File: src/rtl/uart_rx_os.sv
// Oversampled UART receiver: 2-flop synchroniser, mid-bit start validation,
// runtime parity/stop config, one-entry valid/ready output with error flags.
module uart_rx_os #(
  parameter int DATA_WIDTH = 8,
  parameter int OVERSAMPLE = 16
) (
  input  logic                  clk,
  input  logic                  rst_n,
  input  logic                  sample_tick,
  input  logic                  rx_in,
  input  logic [1:0]            parity_mode,
  input  logic                  stop_bits,
  input  logic                  out_ready,
  output logic                  out_valid,
  output logic [DATA_WIDTH-1:0] out_data,
  output logic                  out_par_err,
  output logic                  out_frm_err,
  output logic                  overrun,
  output logic                  busy
);
  localparam int OW = $clog2(OVERSAMPLE);
  localparam int BW = $clog2(DATA_WIDTH+1);
  localparam logic [OW-1:0] OS_LAST  = OW'(OVERSAMPLE-1);
  localparam logic [OW-1:0] OS_MID   = OW'(OVERSAMPLE/2-1);
  localparam logic [BW-1:0] BIT_LAST = BW'(DATA_WIDTH-1);

  localparam logic [2:0] ST_IDLE   = 3'd0;
  localparam logic [2:0] ST_START  = 3'd1;
  localparam logic [2:0] ST_DATA   = 3'd2;
  localparam logic [2:0] ST_PARITY = 3'd3;
  localparam logic [2:0] ST_STOP   = 3'd4;

  logic                  rx_meta, rx_s, armed;
  logic [2:0]            state;
  logic [OW-1:0]         os_cnt;
  logic [BW-1:0]         bit_cnt;
  logic [DATA_WIDTH-1:0] shift_reg;
  logic [1:0]            mode_l;
  logic                  stop2_l, stop_idx, par_err, frm_err;
  logic                  par_en, done, frm_now;

  assign par_en  = (mode_l == 2'b01) || (mode_l == 2'b10);
  assign done    = sample_tick && (state == ST_STOP) && (os_cnt == OS_LAST) &&
                   (!stop2_l || stop_idx);
  assign frm_now = frm_err | ~rx_s;
  assign busy    = (state != ST_IDLE);

  always_ff @(posedge clk or negedge rst_n) begin
    if (!rst_n) begin
      rx_meta <= 1'b1;
      rx_s    <= 1'b1;
    end else begin
      rx_meta <= rx_in;
      rx_s    <= rx_meta;
    end
  end

  always_ff @(posedge clk or negedge rst_n) begin
    if (!rst_n) begin
      state     <= ST_IDLE;
      armed     <= 1'b0;
      os_cnt    <= '0;
      bit_cnt   <= '0;
      shift_reg <= '0;
      mode_l    <= 2'b00;
      stop2_l   <= 1'b0;
      stop_idx  <= 1'b0;
      par_err   <= 1'b0;
      frm_err   <= 1'b0;
    end else if (sample_tick) begin
      // Arming only while idle: a frame ending on a low stop bit must see
      // the line return high before another start is accepted.
      if (state == ST_IDLE && rx_s) armed <= 1'b1;
      case (state)
        ST_IDLE: if (!rx_s && armed) begin
          armed    <= 1'b0;
          os_cnt   <= '0;
          mode_l   <= parity_mode;
          stop2_l  <= stop_bits;
          stop_idx <= 1'b0;
          par_err  <= 1'b0;
          frm_err  <= 1'b0;
          state    <= ST_START;
        end
        ST_START: if (os_cnt == OS_MID) begin
          if (rx_s) state <= ST_IDLE;
          else begin
            os_cnt  <= '0;
            bit_cnt <= '0;
            state   <= ST_DATA;
          end
        end else os_cnt <= os_cnt + 1'b1;
        ST_DATA: if (os_cnt == OS_LAST) begin
          shift_reg <= {rx_s, shift_reg[DATA_WIDTH-1:1]};
          bit_cnt   <= bit_cnt + 1'b1;
          os_cnt    <= '0;
          if (bit_cnt == BIT_LAST) state <= par_en ? ST_PARITY : ST_STOP;
        end else os_cnt <= os_cnt + 1'b1;
        ST_PARITY: if (os_cnt == OS_LAST) begin
          par_err <= (rx_s ^ (^shift_reg)) ^ (mode_l == 2'b10);
          os_cnt  <= '0;
          state   <= ST_STOP;
        end else os_cnt <= os_cnt + 1'b1;
        ST_STOP: if (os_cnt == OS_LAST) begin
          os_cnt <= '0;
          if (!rx_s) frm_err <= 1'b1;
          if (stop2_l && !stop_idx) stop_idx <= 1'b1;
          else state <= ST_IDLE;
        end else os_cnt <= os_cnt + 1'b1;
        default: state <= ST_IDLE;
      endcase
    end
  end

  always_ff @(posedge clk or negedge rst_n) begin
    if (!rst_n) begin
      out_valid   <= 1'b0;
      out_data    <= '0;
      out_par_err <= 1'b0;
      out_frm_err <= 1'b0;
      overrun     <= 1'b0;
    end else begin
      overrun <= 1'b0;
      if (done) begin
        if (!out_valid || out_ready) begin
          out_data    <= shift_reg;
          out_par_err <= par_err;
          out_frm_err <= frm_now;
          out_valid   <= 1'b1;
        end else overrun <= 1'b1;
      end else if (out_valid && out_ready) begin
        out_valid <= 1'b0;
      end
    end
  end
endmodule

File: config.mk
export PLATFORM = sky130hd
export DESIGN_NAME = uart_rx_os
export DESIGN_NICKNAME = d
export VERILOG_FILES = /design/src/rtl/uart_rx_os.sv
export SDC_FILE = /design/constraint.sdc
export NUM_CORES = 1
export LEC_CHECK = 0
export CAP_MARGIN = 20
export CORE_AREA = 3 3 62 64
export CTS_BUF_LIST = sky130_fd_sc_hd__clkbuf_4
export DETAILED_ROUTE_END_ITERATION = 10
export DIE_AREA = 0 0 65 67
export GPL_TIMING_DRIVEN = 0
export PLACE_DENSITY = 0.84
export SYNTH_ARGS = -nofsm -noshare
export SYNTH_HDL_FRONTEND = slang
export SYNTH_SLANG_ARGS = --single-unit
File: constraint.sdc
create_clock -name clk -period 5.35 [get_ports clk]
set_clock_uncertainty 0.05 [all_clocks]
set_input_delay 0.8025 -clock clk [delete_from_list [all_inputs] [get_ports clk]]
set_output_delay 0.8025 -clock clk [all_outputs]
set_load 0.1 [all_outputs]
* After elaboration in Yosys (flattened, before gate mapping)
Index checks and enable logic that the tools add are counted.
** Operators by class
- Add/subtract/negate cells :: 2
- Multiply operators :: 0
- Divide/modulo/power cells :: 0
- Order comparisons :: 0
- Equality and inequality tests :: 21
- Shift-type cells :: 0
- Muxes and demuxes :: 35
- Bitwise operators :: 4
- Reduce and logical (&&, ||, !) cells :: 33
** Operator list (count)
- two-way mux 3 bit :: 8
- two-way mux 4 bit :: 6
- case mux 3 bit (5 select lines) :: 1
- AND reduction 5 bit :: 3
- two-way mux 1 bit :: 14
- inequality test 2 bit (second input constant) :: 7
- case mux 4 bit (3 select lines) :: 1
- adder 4 x 1 -> 4 bit (second input constant) :: 2
- == test 4 x 3 -> 1 bit (second input constant) :: 2
- inequality test 2 x 1 -> 1 bit (second input constant) :: 4
- case mux 4 bit (2 select lines) :: 1
- AND reduction 4 bit :: 2
- AND reduction 8 bit :: 1
- nonzero test 2 bit :: 4
- parity 8 bit :: 1
- logical AND 1 bit :: 7
- == test 3 x 2 -> 1 bit (second input constant) :: 2
- case mux 1 bit (2 select lines) :: 3
- AND reduction 3 bit :: 2
- nonzero test 3 bit :: 2
- == test 4 bit (second input constant) :: 1
- zero test 1 bit :: 4
- AND reduction 2 bit :: 2
- == test 3 x 1 -> 1 bit (second input constant) :: 1
- other kinds (11) :: 14
** Storage, ports and cells
- Register bits after elaboration :: 40
- Bits in latches :: 0
- RAM bits :: 0
- Bits in read-only memories :: 0
- Output and inout bits :: 13
- Memories kept :: 0

* Depth between registers and ports, before layout
- Word-level depth :: 6
- Mapped depth :: 7
- Mapped depth without buffers :: 7

* Worst setup path after synthesis
Ideal clock, no wire load.
- Path type :: register -> output
- Start point :: reg state[0]
- End point :: out busy
- Arrival :: 1.137 ns
- Data required time :: 4.498 ns
- Slack :: 3.361 ns
- Cell stages (with the launch flop) :: 4
- Cells stage by stage :: dfrtp_1 -> buf_6 -> or3_1 -> buf_2
** On the way
- Cells in the longest elaborated chain, start to end :: 1
** Ends and longest elaborated chain
- start, declared :: line 34 : logic [2:0] state;
- start signal, assigned :: line 97 : if (bit_cnt == BIT_LAST) state <= par_en ? ST_PARITY : ST_STOP;
- nonzero test 3 bit :: line 46 : assign busy = (state != ST_IDLE);
- end, declared :: line 19 : output logic busy
Every way passes these cells.

* Worst setup path after layout
Ends and elaborated chain as after synthesis.

==> reports/metrics.cfg <==
[outcome]
outcome=complete, no violations

[clock_tree]
path_clk_slew_ns=0.11
clk_latency_ns=0.36
cts_root_buffer=clkbuf_4
tritoncts=built
post_cts_resized=0
cts_made_buffers=5
htreeDepth=2
cts_sinks=40
clockBufferDepth=2
postCtsHoldBufs=0
cts_setup_buffers=0

[floorplanning]
fp.dieH_um=67
pin_count=21
start_util_pct=60.4
core_area_um2=3340
die-area_um2=4360
row_count=21
die_x_um=65

[setup_path]
cp.required_ns=4.50
rr_worst_depth=7
reg2reg_to=out_frm_err
r2r_slack_ns=3.24
arrival_ns=2.40
start_kind=register
end_kind=output port
critPathKind=register to output port
critical_path.max_fanout=10
r2r-start=os_cnt[0]

[finish]
diodes=0
design_area_um2=2350
final_nets=210
postLayoutCoreUtil_pct=70.4
area_growth_pct=16.5
drive_gt1_share_pct=25.0

[timing]
max_freq_mhz=307
setup_slack_ns=2.10
setup_tns_ns=0
grt_setup_unrepaired=false
slew_viol_final=0
slew_headroom_pct=32.9
hold_viol=0
period_needed_ns=3.25
tightest_slew_ns=1.00
period_share_pct=60.8
setup_viol_count_final=0

[synthesis]
synthMuxAreaShare_pct=14.6
yosys.area_share.simple_pct=15.0
ys_async_sr_fraction_pct=100
ys.flop_type=dfrtp_1
syn_nets=183
ys_types=46
yosysWarnings=0
synth.area.top_cells=dfrtp_1 47%, mux2_4 7.4%, mux2_2 6.7%
synth_xor_area_share_pct=3.91
netlist_area_um2=2020
synth_compound_area_share_pct=11.2
synth-seq-cells=40
synth-edff-count=0
yosysTopAreaCell=dfrtp_1
synth_top_area_share_pct=47.2
yosys.area_share.adder_pct=1.86
synth.avg_cell_area_um2=11.7
synth_top_family_by_area=simple AND/OR/NAND/NOR gates
yosysSeqAreaShare_pct=49.8
syn_inst=172

[place]
dp_hpwl_um=2910
port_buffers=20
placed_area_um2=2270
place.gp.congestion=0.886
dp_worst_setup_slack_ns=2.50

[worst_hold_path]
hp-class=register to register
min_to=rx_s
hold_depth=0
worstHoldStart=rx_meta

[pwr]
peakVddDrop_mv=0.337
powerDensity_nw_per_um2=383
leakagePower_nw=1.04

[route]
ant_nets=0
drtPass1Iterations=4
drt_iter0_drc=101
via_count=1412
drc=0
drt-total-wl_um=3910
routedWlPerCell_um=15.9
viasPerCell=5.74

[grt]
grt_pass1_vias=1404
antenna_found_initial=0
grt_pass1_wl_um=6670
grt_usage_pct=20.8
overflow=0
grt_max_degree=41

[run]
cap_violations=0

synth_stat cells (2+ instances only):
| library cell | n |
|---|---|
| and3_1 | 3 |
| inv_1 | 5 |
| dfstp_2 | 2 |
| nand3b_1 | 2 |
| o21ai_1 | 5 |
| nand2_1 | 12 |
| buf_2 | 4 |
| dfrtp_1 | 38 |
| o21ai_0 | 11 |
| mux2_4 | 10 |
| nor3_1 | 2 |
| ha_1 | 3 |
| o21a_1 | 3 |
| nand3_1 | 4 |
| or3_1 | 3 |
| nand2b_1 | 2 |
| a2111oi_0 | 2 |
| nor2b_1 | 5 |
| a21o_1 | 2 |
| mux2_2 | 12 |
| nor2_1 | 6 |
| xnor2_1 | 9 |
| buf_6 | 3 |
| a21oi_1 | 2 |
logic make-up (layout without fill, tap and decap cells):
| group | Yosys count | in the layout |
|---|---|---|
| DFF | 40 | 40 |
| and+or+nand+nor | 51 | 51 |
| adders and majority gates | 3 | 3 |
| buffers and inverters | 12 | 40 |
| muxes | 23 | 23 |
| AOI/OAI and AO/OA | 34 | 34 |
| xor gates and xnor gates | 9 | 9 |
cells in the final DEF, fill, tap and decap left out, types with 2 or more instances in the layout:
| cell type | synthesis | final |
|---|---|---|
| nand3_1 | 4 | 4 |
| nor2_1 | 6 | 6 |
| nor3_1 | 2 | 2 |
| o21ai_1 | 5 | 5 |
| o21a_1 | 3 | 3 |
| clkbuf_4 | 0 | 5 |
| buf_6 | 3 | 3 |
| and3_1 | 3 | 3 |
| ha_1 | 3 | 3 |
| dfrtp_1 | 38 | 38 |
| nand2b_1 | 2 | 2 |
| a2111oi_0 | 2 | 2 |
| a21oi_1 | 2 | 2 |
| o21ai_0 | 11 | 11 |
| buf_2 | 4 | 5 |
| clkdlybuf4s50_1 | 0 | 19 |
| xnor2_1 | 9 | 9 |
| dfstp_2 | 2 | 2 |
| nand2_1 | 12 | 12 |
| mux2_2 | 12 | 12 |
| nor2b_1 | 5 | 5 |
| a21o_1 | 2 | 2 |
| or3_1 | 3 | 3 |
| mux2_4 | 10 | 10 |
| nand3b_1 | 2 | 2 |
| inv_1 | 5 | 5 |
metrics by stage:
| step | power (mW) | instances | hold WS [ns] |
|---|---|---|---|
| floorplan | 0.626 | 172 | 0.295 |
| global route | 0.954 | 246 | 0.322 |
| detailed placement | 0.704 | 238 | 0.303 |
| CTS | 0.902 | 246 | 0.320 |
| global placement | 0.679 | 238 | 0.297 |
| finish | 0.900 | 246 | 0.317 |
critical path, cell delays in order, from the launching register on:
cell and delay [ns]:
dfrtp_1 0.42, buf_6 0.16, or3_1 0.33, buf_2 0.17
clkdlybuf4s50_1 0.97
how the worst max path moves through the flow:
| stage | slack (ns) | cells after the start | endpoint | start |
|---|---|---|---|---|
| 2_1_floorplan | 3.36 | 3 | busy | state[0] |
| 3_3_place_gp | 2.51 | 1 | out_data[7] | rst_n |
| 3_5_place_dp | 2.50 | 4 | busy | state[0] |
| 4_1_cts | 2.08 | 4 | busy | state[0] |
| 5_1_grt | 2.04 | 4 | busy | state[0] |
| 6_report | 2.10 | 4 | busy | state[0] |
area by class of cell:
| cell class | instances | area, µm² |
|---|---|---|
| fillers | 245 | 988 |
| flip-flops and latches | 40 | 1000 |
| clock inverters | 3 | 42.5 |
| repair buffers | 20 | 195 |
| multi-input cells | 120 | 940 |
| plain buffers | 7 | 53.8 |
| well taps | 46 | 57.6 |
| inverters | 5 | 18.8 |
| clock buffers | 5 | 37.5 |
per-layer routing:
metal | wire length [µm] | vias up | global-route usage (%)
li1 | - | 663 | -
met1 | 1580 | 690 | 26.0
met2 | 2030 | 48 | 33.8
met3 | 209 | 11 | 4.38
met4 | 92 | 0 | 10.6
met5 | 0 | - | 0
power by group:
group | switching, mW | internal, mW | leakage, nW
Clock | 0.101 | 0.0976 | 0.0428
Sequential | 0.0389 | 0.346 | 0.526
Combinational | 0.189 | 0.127 | 0.467
Note: power is estimated with default switching activity, not from simulation.
